## config.mk

```make
export PLATFORM = sky130hd
export DESIGN_NAME = uart_rx
export DESIGN_NICKNAME = d
export VERILOG_FILES = /design/src/rtl/uart_pkg.sv /design/src/rtl/sync_2ff.sv /design/src/rtl/uart_rx.sv
export SDC_FILE = /design/constraint.sdc
export NUM_CORES = 1
export LEC_CHECK = 0
export BUFFER_PORTS_ARGS = -buffer_cell sky130_fd_sc_hd__buf_2
export CAP_MARGIN = 5
export CORE_UTILIZATION = 56
export CTS_BUF_LIST = sky130_fd_sc_hd__clkbuf_2 sky130_fd_sc_hd__clkbuf_4 sky130_fd_sc_hd__clkbuf_8
export CTS_CLUSTER_DIAMETER = 60
export DETAILED_ROUTE_END_ITERATION = 10
export PLACE_DENSITY = 0.9
export REMOVE_ABC_BUFFERS = 1
export SYNTH_ARGS = -nofsm -noshare
export SYNTH_HDL_FRONTEND = slang
export SYNTH_SLANG_ARGS = --single-unit
```

## constraint.sdc

```tcl
create_clock -name clk -period 2.1 [get_ports clk]
set_clock_uncertainty 0.2 [all_clocks]
set_input_delay 0.105 -clock clk [delete_from_list [all_inputs] [get_ports clk]]
set_output_delay 0.105 -clock clk [all_outputs]
set_load 0.05 [all_outputs]
```

## src/rtl/uart_pkg.sv

```systemverilog
// Shared UART definitions used by both the receiver and the transmitter:
// FSM state encodings and the default clocks-per-bit setting.
package uart_pkg;

    localparam int CLK_PER_BIT_DEFAULT = 5208;

    typedef enum logic [2:0] {
        ST_IDLE       = 3'd0,
        ST_START      = 3'd1,
        ST_DATA       = 3'd2,
        ST_STOP       = 3'd3,
        ST_BREAK_WAIT = 3'd4
    } uart_state_t;

endpackage

```

## src/rtl/sync_2ff.sv

```systemverilog
// Two-flop synchronizer for bringing asynchronous inputs into the clk domain.
// The reset value is a parameter so idle-high lines do not fake an edge.
module sync_2ff #(
    parameter int               WIDTH     = 1,
    parameter logic [WIDTH-1:0] RESET_VAL = '1
) (
    input  logic             clk,
    input  logic             rst_n,
    input  logic [WIDTH-1:0] i_d,
    output logic [WIDTH-1:0] o_q
);

    logic [WIDTH-1:0] r_meta;
    logic [WIDTH-1:0] r_sync;

    always_ff @(posedge clk or negedge rst_n) begin
        if (!rst_n) begin
            r_meta <= RESET_VAL;
            r_sync <= RESET_VAL;
        end else begin
            r_meta <= i_d;
            r_sync <= r_meta;
        end
    end

    assign o_q = r_sync;

endmodule

```

## src/rtl/uart_rx.sv

```systemverilog
// 8N1 UART receiver: synchronizes rx, finds the start-bit centre, then samples
// each following bit one bit-time apart and reports valid or framing_error.
module uart_rx
    import uart_pkg::*;
#(
    parameter int CLK_PER_BIT = CLK_PER_BIT_DEFAULT
) (
    input  logic       clk,
    input  logic       rst_n,
    input  logic       rx,
    output logic [7:0] data_out,
    output logic       valid,
    output logic       framing_error,
    output logic       busy
);

    localparam logic [15:0] HALF_LAST = 16'(CLK_PER_BIT / 2 - 1);
    localparam logic [15:0] FULL_LAST = 16'(CLK_PER_BIT - 1);

    logic        w_rx_s;

    uart_state_t r_state;
    logic [15:0] r_count;
    logic [2:0]  r_index;
    logic [7:0]  r_shift;
    logic [7:0]  r_data;
    logic        r_valid;
    logic        r_ferr;

    uart_state_t w_state_next;
    logic [15:0] w_count_next;
    logic [2:0]  w_index_next;
    logic [7:0]  w_shift_next;
    logic [7:0]  w_data_next;
    logic        w_valid_next;
    logic        w_ferr_next;

    sync_2ff #(
        .WIDTH    (1),
        .RESET_VAL(1'b1)
    ) u_sync (
        .clk  (clk),
        .rst_n(rst_n),
        .i_d  (rx),
        .o_q  (w_rx_s)
    );

    always_ff @(posedge clk or negedge rst_n) begin
        if (!rst_n) begin
            r_state <= ST_IDLE;
            r_count <= 16'd0;
            r_index <= 3'd0;
            r_shift <= 8'h00;
            r_data  <= 8'h00;
            r_valid <= 1'b0;
            r_ferr  <= 1'b0;
        end else begin
            r_state <= w_state_next;
            r_count <= w_count_next;
            r_index <= w_index_next;
            r_shift <= w_shift_next;
            r_data  <= w_data_next;
            r_valid <= w_valid_next;
            r_ferr  <= w_ferr_next;
        end
    end

    // Pulses default low every cycle, so each one lasts exactly one clock.
    always_comb begin
        w_state_next = r_state;
        w_count_next = r_count;
        w_index_next = r_index;
        w_shift_next = r_shift;
        w_data_next  = r_data;
        w_valid_next = 1'b0;
        w_ferr_next  = 1'b0;

        case (r_state)
            ST_IDLE: begin
                w_count_next = 16'd0;
                w_index_next = 3'd0;
                if (!w_rx_s) begin
                    w_state_next = ST_START;
                end
            end
            ST_START: begin
                if (r_count == HALF_LAST) begin
                    w_count_next = 16'd0;
                    w_state_next = w_rx_s ? ST_IDLE : ST_DATA;
                end else begin
                    w_count_next = r_count + 16'd1;
                end
            end
            ST_DATA: begin
                if (r_count == FULL_LAST) begin
                    w_count_next          = 16'd0;
                    w_shift_next[r_index] = w_rx_s;
                    if (r_index == 3'd7) begin
                        w_index_next = 3'd0;
                        w_state_next = ST_STOP;
                    end else begin
                        w_index_next = r_index + 3'd1;
                    end
                end else begin
                    w_count_next = r_count + 16'd1;
                end
            end
            ST_STOP: begin
                if (r_count == FULL_LAST) begin
                    w_count_next = 16'd0;
                    if (w_rx_s) begin
                        w_data_next  = r_shift;
                        w_valid_next = 1'b1;
                        w_state_next = ST_IDLE;
                    end else begin
                        w_ferr_next  = 1'b1;
                        w_state_next = ST_BREAK_WAIT;
                    end
                end else begin
                    w_count_next = r_count + 16'd1;
                end
            end
            ST_BREAK_WAIT: begin
                w_count_next = 16'd0;
                if (w_rx_s) begin
                    w_state_next = ST_IDLE;
                end
            end
            default: begin
                w_state_next = ST_IDLE;
                w_count_next = 16'd0;
                w_index_next = 3'd0;
            end
        endcase
    end

    assign data_out      = r_data;
    assign valid         = r_valid;
    assign framing_error = r_ferr;
    assign busy          = (r_state != ST_IDLE);

endmodule
```

### Word level (Yosys, flattened, before mapping)

Index checks and enable logic that the tools add are counted.

| storage, ports and cells | value |
|---|---|
| output and inout bits | 11 |
| logic and storage cells | 60 |
| register bits | 42 |

| cells by class | value |
|---|---|
| eq/ne operators | 13 |
| reduce and logical (&&, ||, !) cells | 9 |
| magnitude comparators | 2 |
| bitwise operators | 1 |
| add/subtract/negate cells | 2 |
| muxes and demuxes | 24 |

Operators with widths:

| cell | count |
|---|---|
| 16-bit two-way mux | 2 |
| 16-bit case mux with 2 select lines | 1 |
| 3-bit two-way mux | 9 |
| 16-bit by 1-bit adder with 16-bit output (second input constant) | 1 |
| 16-bit by 12-bit == test with 1-bit output (second input constant) | 1 |
| 16-bit by 13-bit == test with 1-bit output (second input constant) | 1 |
| 3-bit case mux with 5 select lines | 1 |
| 2-bit inequality test (second input constant) | 5 |
| 8-bit bitwise mux | 1 |
| 1-bit two-way mux | 7 |
| 3-bit by 2-bit == test with 1-bit output (second input constant) | 2 |
| 3-bit == test (second input constant) | 2 |
| 3-bit case mux with 2 select lines | 1 |
| 6-bit AND reduction | 1 |
| 3-bit by 4-bit less-than comparator with 1-bit output (second input constant) | 1 |
| 2-bit AND reduction | 2 |
| 3-bit by 1-bit adder with 3-bit output (second input constant) | 1 |
| 1-bit demux with 3-bit select | 1 |
| 3-bit by 1-bit == test with 1-bit output (second input constant) | 1 |
| 3-bit by 1-bit greater-or-equal comparator with 1-bit output (second input constant) | 1 |
| 3-bit logical NOT | 1 |
| 3-bit AND reduction | 1 |
| 3-bit nonzero test | 1 |
| 3-bit OR reduction | 1 |
| other kinds (5) | 5 |

### Longest topological paths before layout

| depth | value |
|---|---|
| word-level depth | 5 |
| mapped depth | 7 |

### Cells and area by module

A second synthesis with hierarchy kept.

| unflattened totals | value |
|---|---|
| cells, all modules | 182 |
| area, all modules | 2038.2 sq um |

By module, submodules not included:

| module | cells an instance | times used | area an instance (sq um) | sequential area each (sq um) |
|---|---|---|---|---|
| uart_rx | 180 | 1 | 1985.7 | 1001.0 |
| sync_2ff | 2 | 1 | 52.6 | 52.6 |

### Worst setup path before layout

OpenSTA, ideal clock, no wires.

| path | value |
|---|---|
| path type | register -> register |
| from | reg r_count[0] |
| to | reg r_data[0] (netlist: data_out[0]) |
| setup slack | -0.075 ns |
| period minus slack after synthesis | 2.175 ns |
| cell stages (with the launch flop) | 6 |
| path buffers | 0 |
| data arrival time | 1.850 ns |
| path through | dfrtp_1 ha_1 nor4b_4 nand4b_1 nor4_4 mux2_2 |

| between the ends | value |
|---|---|
| word-level cells in the longest chain between the ends | 2 |

Ends and longest elaborated chain:

| item | line | text |
|---|---|---|
| start: declaration | uart_rx.sv:23 | `logic [15:0] r_count;` |
| start signal: assignment | uart_rx.sv:59 | `r_count <= w_count_next;` |
| 16-bit by 13-bit == test with 1-bit output | uart_rx.sv:109 | `if (r_count == FULL_LAST) begin` |
| 3-bit AND reduction (no line) | - |  |
| end signal: assignment | uart_rx.sv:62 | `r_data <= w_data_next;` |
| end: declaration | uart_rx.sv:26 | `logic [7:0] r_data;` |

Every way passes these cells.
A chain may end at the register's enable or synchronous reset.

### Worst setup path after layout

| path | value |
|---|---|
| from | reg r_count[0] |
| to | reg r_shift[6] |

| between the ends | value |
|---|---|
| word-level cells in the longest chain between the ends | 2 |

Ends and longest elaborated chain:

| item | line | text |
|---|---|---|
| 16-bit by 13-bit == test with 1-bit output | uart_rx.sv:95 | `if (r_count == FULL_LAST) begin` |
| 2-bit AND reduction (no line) | - |  |
| end signal: assignment | uart_rx.sv:61 | `r_shift <= w_shift_next;` |
| end: declaration | uart_rx.sv:25 | `logic [7:0] r_shift;` |

Every way passes these cells.

==> flow_summary.json <==
{
  "wl_per_cell_um": 18.4,
  "fin_ws_ps": -76.9,
  "multiInputGateArea_um2": 1060,
  "vias": 1643,
  "netlist_area_um2": 2040,
  "drc": 0,
  "cts_buffers": 5,
  "rsz0062_at_grt": "true",
  "synthCells": 182,
  "clockBufferDepth": 2,
  "crit_path_end_kind": "register",
  "r2r_end": "r_shift[6]",
  "peakVddDrop_v": 0.000628,
  "cp.required_ps": 2160,
  "tightestPinTransition_ps": 599,
  "insertion_delay_ps": 360,
  "startpoint_type": "register",
  "grt_max_degree": 26,
  "ioPinCount": 14,
  "outcome": "finished with violations",
  "path_max_fanout": 8,
  "ant_nets": 0,
  "vias_per_cell": 6.02,
  "arrival_ps": 2240,
  "hpwl_um": 2830,
  "r2r-start": "r_count[0]",
  "fmax_mhz": 459,
  "num_rows": 21,
  "antennaDiodeCount": 0,
  "worst_r2r_path_depth": 6,
  "wirelength_um": 5010,
  "clock_sinks": 42,
  "layout_worst_path_cycle_share_pct": 104,
  "hold_class": "input pin to async pin",
  "groute.usage.overall_pct": 24.9,
  "syn_area_per_cell_um2": 11.2,
  "num-fill-cells": 196,
  "power_mw": 1.38,
  "yosys_register_bits": 42,
  "dieWidth_um": 62.3,
  "firstDrtPassIters": 4,
  "grt_pass1_wl_um": 7560,
  "cap_violations": 0,
  "nets": 232,
  "die-area_um2": 3890,
  "r2r_slack_ps": -80,
  "worstSetupEndpoint": "r_shift[6]",
  "grt_overflow": 0,
  "fin_crit_ps": 2180,
  "finalSetupTns_ps": -654,
  "drv_slew": 0,
  "start_util_pct": 59.7,
  "leakage_nw": 1.19,
  "finalSetupViolCount": 13,
  "drtIter0Drc": 117,
  "ys_types": 41,
  "cts_tree": "yes",
  "path_class": "register to register",
  "final-hold-violation-count": 0,
  "ys_seq_area_share_pct": 51.7,
  "antenna_found_initial": 0,
  "drive_gt1_share_pct": 39.2,
  "maxSlewHeadroom_pct": 60.1,
  "fin_util_pct": 75.8,
  "violations": "setup timing",
  "core_um2": 3420,
  "setup.worst_path.start": "r_count[0]",
  "seq_area_um2": 1050,
  "gp_congestion": 0.856,
  "yosys_warnings": 0,
  "cts_root_buffer": "clkbuf_4",
  "htreeDepth": 2,
  "grt_pass1_vias": 1633,
  "io_buffers": 13,
  "area_growth_pct": 26.9,
  "power_density_nw_per_um2": 532,
  "clkTransAtPathRegs_ps": 140,
  "die_y_um": 62.3
}
cells by family after synthesis:
logic type                 synth area share [%]
AOI/OAI and AO/OA                          3.99
xor gates and xnor gates                   6.45
adders and majority gates                  1.84
buffers and inverters                      3.31
DFF                                        51.7
muxes                                      9.39
and+or+nand+nor                            23.3
layer usage:
layer / vias up / global-route usage (%) / routed length [µm]
li1: 730 / - / -
met3: 20 / 4.78 / 344
met4: 0 / 11.6 / 163
met1: 804 / 34.0 / 2170
met5: - / 0 / 0
met2: 89 / 38.6 / 2340
worst max-delay path, cell delays in order, from the launching register on:
cell     delay [ps]
dfrtp_1         390
ha_2            190
nor4b_4         260
and4_4          320
nand2_8         110
nor4_2          270
mux2_2          360
area by class of cell:
class / count / share of cell area (%)
clock buffers: 6 / 1.74
flip-flops and latches: 42 / 40.7
inverters: 2 / 0.290
well taps: 46 / 2.22
clock inverters: 2 / 1.45
multi-input cells: 129 / 41.0
repair buffers: 46 / 12.6
cells in the mapped netlist, drive strengths merged:
cell type	instances	area, µm²
dfrtp	40	1000
nor2	29	109
mux2	17	191
nand2	12	47.6
nor3	8	40.0
xor2	8	70.1
nand3	7	35.0
xnor2	7	61.3
clkbuf	6	45.1
nand4	5	31.3
nor4b	5	65.1
nor4	4	40.0
a21oi	3	15.0
buf	3	15.0
ha	3	37.5
a32o	2	20.0
and3	2	12.5
and4	2	18.8
and4bb	2	25.0
dfstp	2	52.6
nor2b	2	12.5
a21bo	1	10.0
a32oi	1	8.76
clkinv	1	3.75
inv	1	3.75
nand4b	1	8.76
nor3b	1	7.51
o21a	1	7.51
o21ai	1	5.00
o22ai	1	6.26
o41ai	1	8.76
or2b	1	8.76
or3	1	6.26
or4	1	7.51
power by group:
| group | switching [mW] | internal [mW] |
|---|---|---|
| logic | 0.0188 | 0.00826 |
| clock network | 0.268 | 0.264 |
| registers | 0.00460 | 0.812 |
sequential cells by signal, summed over array words and instances, names as in the netlist:
signal and count:
u_sync.o_q 1, u_sync.r_meta 1, r_state 3, framing_error 1, data_out 8, r_count 16
r_shift 8, r_index 3, valid 1
timing repair:
item / in CTS / in global routing
gates cloned: 0 / 1
endpoints found under the setup margin: 15 / 33
pin swaps: 5 / 4
gates resized for setup: 13 / 18
endpoints found under the hold margin: 43 / 0
buffers inserted: 3 / 2
hold buffers: 2 / 0
how the worst min path moves through the flow:
stage / from / endpoint / slack (ps) / cells after the start
detailed placement: rst_n / data_out[2] / -70 / 1
global route: rst_n / r_shift[5] / 90 / 2
finish: rst_n / r_shift[6] / 60 / 2
CTS: rst_n / data_out[6] / 60 / 2
floorplan: rst_n / data_out[0] / -390 / 0
global placement: rst_n / data_out[3] / -80 / 1
cell usage in the layout (no fill, tap or decap), drive strengths merged, types with 2 or more instances in the layout:
| cell | n |
|---|---|
| clkbuf | 6 |
| buf | 44 |
| dfrtp | 40 |
| ha | 3 |
| dlygate4sd3 | 2 |
| nor2b | 2 |
| and3 | 2 |
| nand4 | 5 |
| nor4 | 4 |
| a32o | 2 |
| nand2 | 12 |
| xnor2 | 7 |
| mux2 | 17 |
| nor4b | 5 |
| nand3 | 7 |
| and4 | 2 |
| xor2 | 8 |
| a21oi | 3 |
| and4bb | 2 |
| dfstp | 2 |
| nor3 | 8 |
| nor2 | 29 |
per-stage QoR:
stage	cells	hold slack [ps]	setup WS, ps	cell area (µm²)
after global placement	257	-82.4	-47.7	2290
after floorplan	173	-391	-107	1980
after detailed placement	257	-72.7	-138	2290
after global routing	273	90.3	-183	2590
after CTS	270	63.4	6.89	2500
final	273	56.9	-76.9	2590
Note: power is estimated with default switching activity, not from simulation.
